===== src/rtl/sha256_target_check_pkg.sv =====
// Shared types and helpers for the SHA-256 share-target checker.
package sha256_target_check_pkg;

  localparam int unsigned SHA256_DIGEST_W = 256;

  typedef enum logic [1:0] {
    StIdle = 2'd0,
    StRun  = 2'd1,
    StDone = 2'd2
  } state_e;

  // Pipeline emits the digest little-end first; byte 0 becomes the most significant byte.
  function automatic logic [SHA256_DIGEST_W-1:0] byte_reverse(
    input logic [SHA256_DIGEST_W-1:0] d
  );
    logic [SHA256_DIGEST_W-1:0] r;
    for (int i = 0; i < SHA256_DIGEST_W / 8; i++) begin
      r[8*i +: 8] = d[SHA256_DIGEST_W-8-8*i +: 8];
    end
    return r;
  endfunction

endpackage


===== src/rtl/sha256_hit_fifo.sv =====
// Show-ahead synchronous FIFO holding target hits; flush empties it in one cycle.
module sha256_hit_fifo #(
  parameter int unsigned Depth = 4,
  parameter int unsigned Width = 8
) (
  input  logic             clk_i,
  input  logic             rst_ni,
  input  logic             flush_i,
  input  logic             push_i,
  input  logic [Width-1:0] data_i,
  input  logic             pop_i,
  output logic [Width-1:0] data_o,
  output logic             full_o,
  output logic             empty_o
);

  localparam int unsigned PtrW = (Depth > 1) ? $clog2(Depth) : 1;

  logic [Width-1:0] mem_q [Depth];
  logic [Width-1:0] mem_d [Depth];
  logic [PtrW-1:0]  wptr_q, wptr_d, rptr_q, rptr_d;
  logic [PtrW:0]    count_q, count_d;
  logic             push_ok, pop_ok;

  assign full_o  = (count_q == (PtrW+1)'(Depth));
  assign empty_o = (count_q == '0);
  assign data_o  = mem_q[rptr_q];

  // A full FIFO still accepts a push when the head leaves on the same edge.
  assign pop_ok  = pop_i && !empty_o;
  assign push_ok = push_i && (!full_o || pop_ok);

  always_comb begin
    mem_d   = mem_q;
    wptr_d  = wptr_q;
    rptr_d  = rptr_q;
    count_d = count_q;
    if (flush_i) begin
      wptr_d  = '0;
      rptr_d  = '0;
      count_d = '0;
    end else begin
      if (push_ok) begin
        mem_d[wptr_q] = data_i;
        wptr_d        = wptr_q + PtrW'(1);
      end
      if (pop_ok) begin
        rptr_d = rptr_q + PtrW'(1);
      end
      case ({push_ok, pop_ok})
        2'b10:   count_d = count_q + (PtrW+1)'(1);
        2'b01:   count_d = count_q - (PtrW+1)'(1);
        default: count_d = count_q;
      endcase
    end
  end

  always_ff @(posedge clk_i or negedge rst_ni) begin
    if (!rst_ni) begin
      for (int i = 0; i < int'(Depth); i++) mem_q[i] <= '0;
      wptr_q  <= '0;
      rptr_q  <= '0;
      count_q <= '0;
    end else begin
      mem_q   <= mem_d;
      wptr_q  <= wptr_d;
      rptr_q  <= rptr_d;
      count_q <= count_d;
    end
  end

endmodule


===== src/rtl/sha256_target_check.sv =====
// Tags pipeline digests with nonces, compares against the share target, queues hits for the host.
module sha256_target_check
  import sha256_target_check_pkg::*;
#(
  parameter int unsigned FIFO_DEPTH = 4,
  parameter int unsigned NONCE_W    = 32
) (
  input  logic                       CLK,
  input  logic                       RST,
  input  logic                       start,
  input  logic [NONCE_W-1:0]         nonce_base,
  input  logic [NONCE_W-1:0]         nonce_last,
  input  logic [SHA256_DIGEST_W-1:0] target,
  input  logic [SHA256_DIGEST_W-1:0] digest_in,
  input  logic                       digest_valid,
  output logic                       result_valid,
  input  logic                       result_ready,
  output logic [NONCE_W-1:0]         result_nonce,
  output logic [SHA256_DIGEST_W-1:0] result_digest,
  output logic                       busy,
  output logic                       exhausted,
  output logic                       overflow
);

  localparam int unsigned HalfW  = SHA256_DIGEST_W / 2;
  localparam int unsigned EntryW = NONCE_W + SHA256_DIGEST_W;

  state_e                     state_q, state_d;
  logic [NONCE_W-1:0]         cnt_q, cnt_d;
  logic                       s1_valid_q, s1_valid_d;
  logic                       s1_last_q, s1_last_d;
  logic [NONCE_W-1:0]         s1_tag_q, s1_tag_d;
  logic [SHA256_DIGEST_W-1:0] s1_digest_q, s1_digest_d;
  logic                       s1_hi_lt_q, s1_hi_lt_d;
  logic                       s1_hi_eq_q, s1_hi_eq_d;
  logic                       s1_lo_le_q, s1_lo_le_d;
  logic                       exhausted_q, exhausted_d;
  logic                       overflow_q, overflow_d;

  logic [SHA256_DIGEST_W-1:0] v;
  logic                       sample, hit, push, drop;
  logic                       fifo_full, fifo_empty;
  logic [EntryW-1:0]          fifo_rdata;

  assign v      = byte_reverse(digest_in);
  // start outranks everything: the sampling slot and any pending push are discarded.
  assign sample = (state_q == StRun) && digest_valid && !start;
  assign hit    = s1_hi_lt_q | (s1_hi_eq_q & s1_lo_le_q);
  assign push   = s1_valid_q && hit && !start;
  assign drop   = push && fifo_full && !result_ready;

  always_comb begin
    state_d     = state_q;
    cnt_d       = cnt_q;
    exhausted_d = exhausted_q;
    overflow_d  = overflow_q;
    s1_valid_d  = sample;
    s1_last_d   = sample ? (cnt_q == nonce_last) : s1_last_q;
    s1_tag_d    = sample ? cnt_q : s1_tag_q;
    s1_digest_d = sample ? digest_in : s1_digest_q;
    s1_hi_lt_d  = sample ? (v[SHA256_DIGEST_W-1:HalfW] <  target[SHA256_DIGEST_W-1:HalfW])
                         : s1_hi_lt_q;
    s1_hi_eq_d  = sample ? (v[SHA256_DIGEST_W-1:HalfW] == target[SHA256_DIGEST_W-1:HalfW])
                         : s1_hi_eq_q;
    s1_lo_le_d  = sample ? (v[HalfW-1:0] <= target[HalfW-1:0]) : s1_lo_le_q;
    if (start) begin
      state_d     = StRun;
      cnt_d       = nonce_base;
      exhausted_d = 1'b0;
      overflow_d  = 1'b0;
    end else begin
      if (sample) begin
        cnt_d = cnt_q + NONCE_W'(1);
        if (cnt_q == nonce_last) state_d = StDone;
      end
      if (s1_valid_q && s1_last_q) exhausted_d = 1'b1;
      if (drop) overflow_d = 1'b1;
    end
  end

  always_ff @(posedge CLK or negedge RST) begin
    if (!RST) begin
      state_q     <= StIdle;
      cnt_q       <= '0;
      s1_valid_q  <= 1'b0;
      s1_last_q   <= 1'b0;
      s1_tag_q    <= '0;
      s1_digest_q <= '0;
      s1_hi_lt_q  <= 1'b0;
      s1_hi_eq_q  <= 1'b0;
      s1_lo_le_q  <= 1'b0;
      exhausted_q <= 1'b0;
      overflow_q  <= 1'b0;
    end else begin
      state_q     <= state_d;
      cnt_q       <= cnt_d;
      s1_valid_q  <= s1_valid_d;
      s1_last_q   <= s1_last_d;
      s1_tag_q    <= s1_tag_d;
      s1_digest_q <= s1_digest_d;
      s1_hi_lt_q  <= s1_hi_lt_d;
      s1_hi_eq_q  <= s1_hi_eq_d;
      s1_lo_le_q  <= s1_lo_le_d;
      exhausted_q <= exhausted_d;
      overflow_q  <= overflow_d;
    end
  end

  sha256_hit_fifo #(
    .Depth(FIFO_DEPTH),
    .Width(EntryW)
  ) u_fifo (
    .clk_i  (CLK),
    .rst_ni (RST),
    .flush_i(start),
    .push_i (push),
    .data_i ({s1_tag_q, s1_digest_q}),
    .pop_i  (result_ready),
    .data_o (fifo_rdata),
    .full_o (fifo_full),
    .empty_o(fifo_empty)
  );

  assign result_valid  = !fifo_empty;
  assign result_nonce  = fifo_rdata[EntryW-1 -: NONCE_W];
  assign result_digest = fifo_rdata[SHA256_DIGEST_W-1:0];
  assign busy          = (state_q == StRun) || s1_valid_q;
  assign exhausted     = exhausted_q;
  assign overflow      = overflow_q;

endmodule


===== config.mk =====
export PLATFORM = sky130hd
export DESIGN_NAME = sha256_target_check
export DESIGN_NICKNAME = d
export VERILOG_FILES = /design/src/rtl/sha256_target_check_pkg.sv /design/src/rtl/sha256_hit_fifo.sv /design/src/rtl/sha256_target_check.sv
export SDC_FILE = /design/constraint.sdc
export NUM_CORES = 2
export LEC_CHECK = 0
export CAP_MARGIN = 20
export CORE_ASPECT_RATIO = 1.5
export CORE_UTILIZATION = 57
export DETAILED_ROUTE_END_ITERATION = 10
export PLACE_DENSITY_LB_ADDON = 0.12
export REMOVE_ABC_BUFFERS = 1
export SLEW_MARGIN = 15
export SYNTH_ARGS = -nofsm -noshare
export SYNTH_HDL_FRONTEND = slang
export SYNTH_SLANG_ARGS = --single-unit

===== constraint.sdc =====
create_clock -name CLK -period 2.65 [get_ports CLK]
set_clock_uncertainty 0.05 [all_clocks]
set_input_delay 0.795 -clock CLK [delete_from_list [all_inputs] [get_ports CLK]]
set_output_delay 0.795 -clock CLK [all_outputs]
set_load 0.005 [all_outputs]

### Word level (Yosys, flattened, before mapping)

Index checks and enable logic that the tools add are counted.

* reductions and logical operators: 26
* equal/unequal tests: 6
* mux-type cells: 21
* add/subtract/negate cells: 5
* bitwise gates (word level): 5
* order comparisons: 5

Operators with widths (count)
* bitwise mux 1152 bit: 1
* 2-to-1 mux 288 bit: 3
* binary-select mux 288 bit (select 2 bit): 1
* demux 288 bit (select 2 bit): 1
* == test 128 bit: 1
* less-or-equal comparator 128 bit: 1
* < comparator 128 bit: 1
* 2-to-1 mux 32 bit: 2
* adder 32 x 1 -> 32 bit (second input constant): 1
* == test 32 bit: 1
* 2-to-1 mux 2 bit: 7
* nonzero test 2 bit: 6
* logical AND 1 bit: 10
* greater-or-equal comparator 3 bit (second input constant): 2
* NOT 2 -> 3 bit: 2
* one-hot mux 3 bit (2 select lines): 1
* adder 2 x 1 -> 2 bit (second input constant): 2
* == test 2 x 1 -> 1 bit (second input constant): 2
* logical NOT 1 bit: 4
* 2-to-1 mux 1 bit: 4
* AND reduction 2 bit: 2
* adder 3 x 1 -> 3 bit (second input constant): 1
* == test 3 bit (second input constant): 1
* logical NOT 3 bit: 1
* other kinds (9): 10

* input port bits: 581
* flip-flop bits (word level): 1488

### Longest topological paths before layout

* depth after elaboration: 8
* mapped depth: 9
* mapped depth without buffers: 9

### Modules after synthesis

Synthesis repeated with hierarchy kept, for this count alone.

* cells, all modules: 5224
* area, all modules: 70267.4 um2

Modules (own cells, without submodules)
* sha256_hit_fifo: cells an instance 2847, area an instance 50643.6 um2, instances 1
* sha256_target_check: cells an instance 2377, area an instance 19623.8 um2, instances 1

### Least setup slack after synthesis

No wires, ideal clock.

* path kind: input -> register
* from: input target[247]
* to: register s1_hi_lt_q
* data required time: 2.468 ns
* buffers on the path: 0
* arrival time: 2.416 ns
* path slack: 0.051 ns
* setup time: 0.132 ns
* stages on the path: 8
* cells stage by stage: inv_1 > ha_1 > nand4_1 > nor4_2 > nand4_1 > or4_1 > a31oi_1 > o31ai_1

* cells in the longest elaborated chain, start to end: 1

RTL lines
* from (decl): line sha256_target_check.sv:13 `input logic [SHA256_DIGEST_W-1:0] target,`
* < comparator 128 bit: line sha256_target_check.sv:61 `s1_hi_lt_d = sample ? (v[SHA256_DIGEST_W-1:HalfW] < target[SHA256_DIGEST_W-1:HalfW])`
* to (signal assigned): line sha256_target_check.sv:101 `s1_hi_lt_q <= s1_hi_lt_d;`
* to (decl): line sha256_target_check.sv:34 `logic s1_hi_lt_q, s1_hi_lt_d;`

No other way between the ends.
A chain may end at the register's enable or synchronous reset.

### Final worst setup path

* from: register u_fifo.rptr_q[0]
* to: output result_digest[171]

* cells in the longest elaborated chain, start to end: 4

RTL lines
* from (decl): line sha256_hit_fifo.sv:21 `logic [PtrW-1:0] wptr_q, wptr_d, rptr_q, rptr_d;`
* from (signal assigned): line sha256_hit_fifo.sv:67 `rptr_q <= rptr_d;`
* NOT 2 -> 3 bit (implied by the code): line sha256_hit_fifo.sv:27 `assign data_o = mem_q[rptr_q];`
* binary-select mux 288 bit (select 2 bit): line sha256_hit_fifo.sv:27
* 2-to-1 mux 288 bit (implied by the code) (2 in series): line sha256_hit_fifo.sv:27
* to (decl): line sha256_target_check.sv:19 `output logic [SHA256_DIGEST_W-1:0] result_digest,`

No other way between the ends. The select of a mux whose other input is x is not followed.

==> results.yml <==
global_routing:
  grt_max_degree: 95
  grt_usage: 0.318
  grt-ovfl-total: 0
  antenna_found_initial: 29
  grt_pass1_vias: 51900
  grt_pass1_wl_um: 315000
clock_tree:
  clk_latency_ns: 0.78
  cts-root-buf: "clkbuf_16"
  clk_pin_slew_worst_paths_ns: 0.06
  cts_made_buffers: 142
  cts_sinks: 1488
  htreeDepth: 4
  cts_tree: "yes"
  cts.path.max_buffers: 3
outcome:
  violations: "negative setup slack"
  status: "finished with violations"
worst_hold_path:
  hp-class: "flop to flop"
placement:
  dp_hpwl_um: 150000
  gp_congestion: 0.889
  port_buffers: 872
power_and_ir_drop:
  clockPowerShare: 0.295
  p_total_w: 0.0723
  p_leak_nw: 48.6
  power.density_mw_per_mm2: 770
  p_sw_frac: 0.284
  p_sw_w: 0.0205
  power.internal_w: 0.0517
  seqPwrFrac: 0.396
  combPwrFrac: 0.310
  irDropWorstVdd_v: 0.000624
drt:
  via_count: 47800
  wl_um: 206000
  firstDrtPassIters: 5
  wl_per_cell_um: 24.3
  drt_iter0_markers: 2735
  drc: 0
  ant_nets: 0
  vias_per_cell: 5.64
logic_synthesis:
  async_reset_ff_frac: 1.00
  avgSynthCellArea_um2: 14.2
  synthFlopType: "dfrtp_1"
  yosys-top-cells-area: "dfrtp_1 (50%), mux2_4 (18%), mux4_2 (8.8%), nand2_1 (4.9%), ha_1 (4.4%)"
  syn-cell-area_mm2: 0.0740
  synth_warnings: 0
  synthCells: 5228
  yosysSeqAreaShare: 0.503
  synth_edf_count: 0
  yosysTopAreaCell: "dfrtp_1"
  synth_top_area_share: 0.503
  ys_ff_latch: 1488
  ys_types: 64
worst_setup_path:
  crit_required_ns: 1.81
  cp_slowest_cell: "mux4_2"
  cp-end-kind: "primary output"
  critPathTopFamily: "buffers and inverters"
  crit_type: "flop to primary output"
  crit_buf_inv: 3
  crit_arrival_ns: 2.77
  worstPathMaxFanout: 11
  worstPathCellList: "buf_12 > buf_4 > mux4_2 > clkdlybuf4s50_1"
  critPathMaxStageDelay_ns: 0.59
  critPathLaunchType: "flop"
timing:
  setup_ws_ns: -0.961
  min_period_ns: 3.61
  finalHoldViolations: 0
  final-max-slew-violation-count: 0
  relSlewSlack: 0.308
  rsz0062_at_grt: "true"
  setup_viol: 293
  fmax_mhz: 277
  finalCritPeriodShare: 1.36
  worstMarginPinSlew_ns: 1.03
cells_and_area:
  fill_cells: 8603
  syn_to_final_growth_pct: 26.8
  drive_gt1_frac: 0.361
  multi_input_area_mm2: 0.0331
  seqCellArea_mm2: 0.0372
  final_nets: 7488
  final_util: 0.730
floorplan:
  fp.dieH_um: 443
  core_area_mm2: 0.129
  die_w_um: 296
  dieArea_mm2: 0.131
  ioPinCount: 873
  rows: 161
  start_util: 0.576
run:
  maxCapViolCount: 0
## final timing paths
check / to / cells past startpoint / from / slack, ns
setup / recovery: result_digest[171] / 4 / u_fifo.rptr_q[0]$_DFFE_PN0P_ / -0.96
hold / removal: s1_last_q$_DFFE_PN0P_ / 2 / s1_last_q$_DFFE_PN0P_ / 0.45
hold reg to reg: s1_last_q$_DFFE_PN0P_ / 2 / s1_last_q$_DFFE_PN0P_ / 0.45
min in group asynchronous: u_fifo.mem_q[1117]$_DFFE_PN0P_ / 2 / RST / 0.53
max in group asynchronous: s1_digest_q[208]$_DFFE_PN0P_ / 4 / RST / 1.02
setup reg to reg: u_fifo.mem_q[1008]$_DFFE_PN0P_ / 7 / s1_lo_le_q$_DFFE_PN0P_ / 0
## sequential cells by signal, indices dropped and copies added, names as in the netlist
register / cells
exhausted: 1
state_q: 2
s1_last_q: 1
s1_valid_q: 1
s1_digest_q: 256
s1_tag_q: 32
s1_hi_lt_q: 1
u_fifo.wptr_q: 2
s1_lo_le_q: 1
u_fifo.mem_q: 1152
s1_hi_eq_q: 1
cnt_q: 32
u_fifo.rptr_q: 2
overflow: 1
u_fifo.count_q: 3
## cell usage in the layout (no fill, tap or decap), drive strengths merged, types with 7 or more instances in the layout
cell           synthesis  routed
dfrtp               1488    1488
mux2                1152    1152
nand2                966     966
clkdlybuf4s50          0     717
buf                  194     705
mux4                 288     288
inv                  269     276
ha                   261     261
clkbuf                75     247
a21oi                 90      90
o21ai                 83      83
nand4                 64      64
dlygate4sd2            0      52
nor2                  43      43
xnor2                 42      42
nand3                 33      33
clkinv                 0      31
xor2                  25      25
a21o                  23      23
nor4                  15      15
a211oi                14      14
clkdlybuf4s15          0      14
diode                  0      12
dlymetal6s2s           0      12
nor3                  11      11
bufinv                 0      10
nor2b                  9       9
and3                   9       9
and4                   8       8
a221oi                 7       7
## tightest hold or removal path: stages (launching register included)
cell	delay, ns
dfrtp_1	0.35
nand2_1	0.05
nand2_1	0.06
## routing by layer
metal | track usage | vias to the layer above | wire [um]
li1 | - | 21200 | -
met1 | 0.404 | 24800 | 82300
met2 | 0.519 | 1425 | 100000
met3 | 0.0758 | 379 | 14400
met4 | 0.135 | 28 | 8490
met5 | 0 | - | 161
## final cells by class
type	instances	area share
antenna	12	0.000320
clock inverter	52	0.00594
multi-input combinational	3202	0.353
tap	1711	0.0228
sequential	1488	0.397
inverter	269	0.0108
clock buffer	206	0.0457
timing repair buffer	1542	0.165
## cell families after synthesis
kind of cell               after synthesis  share of synthesized area
AOI/OAI and AO/OA                      256                     0.0204
xor gates and xnor gates                67                    0.00792
adders and majority gates              262                     0.0444
buffers and inverters                  538                     0.0504
DFF                                   1488                      0.503
muxes                                 1442                      0.308
and+or+nand+nor                       1175                     0.0663
## what timing repair did
action / 4_1_cts / 5_1_grt
hold buffers: 1 / 0
setup buffers: 12 / 20
resized for setup: 232 / 127
gates cloned: 2 / 0
endpoints found under the hold margin: 46 / 0
endpoints found under the setup margin: 293 / 482
## power by group through the flow
stage	clock [W]	combinational, W	sequential [W]
2_1_floorplan	0	0.00901	0.0282
4_1_cts	0.0216	0.0226	0.0285
3_3_place_gp	0	0.0223	0.0287
6_report	0.0213	0.0224	0.0286
3_5_place_dp	0	0.0226	0.0288
5_1_grt	0.0224	0.0237	0.0290
## through the flow
stage          hold slack, ns  TNS [ns]  instances  cell area, um^2  setup slack [ns]
2_1_floorplan           0.397  -6960.49       4959            71300             -9.97
3_3_place_gp            0.414   -536.15       8177            88800             -1.80
3_5_place_dp            0.427   -550.92       8177            88800             -1.74
4_1_cts                 0.430   -264.23       8450            93800             -1.05
5_1_grt                 0.455   -254.09       8478            93900             -1.06
6_report                0.448   -223.75       8482            93900            -0.961
## synth_stat cells, types with 3 or more instances
cell type / count
inv_1: 268
o22ai_1: 3
o31ai_1: 3
clkbuf_1: 74
ha_1: 261
or3_1: 3
xor2_1: 25
nor2_1: 42
dfrtp_1: 1488
a21o_1: 23
and3_1: 8
mux2_4: 880
nand4_1: 64
buf_2: 45
nor2b_1: 8
and4_1: 8
buf_1: 24
nand2_1: 962
a211o_1: 3
o21ai_1: 3
o211ai_1: 5
buf_12: 89
mux4_2: 288
a221oi_1: 7
a211oi_1: 14
xnor2_1: 42
o21ai_0: 80
buf_4: 24
a2111oi_0: 5
nand3_1: 32
buf_8: 8
a22oi_1: 3
nor3_1: 11
nor4_1: 13
o21a_1: 6
mux2_2: 272
a21oi_1: 90
buf_6: 4
a221o_1: 3
nand2_8: 4
Power figures use the tool's default switching activity.
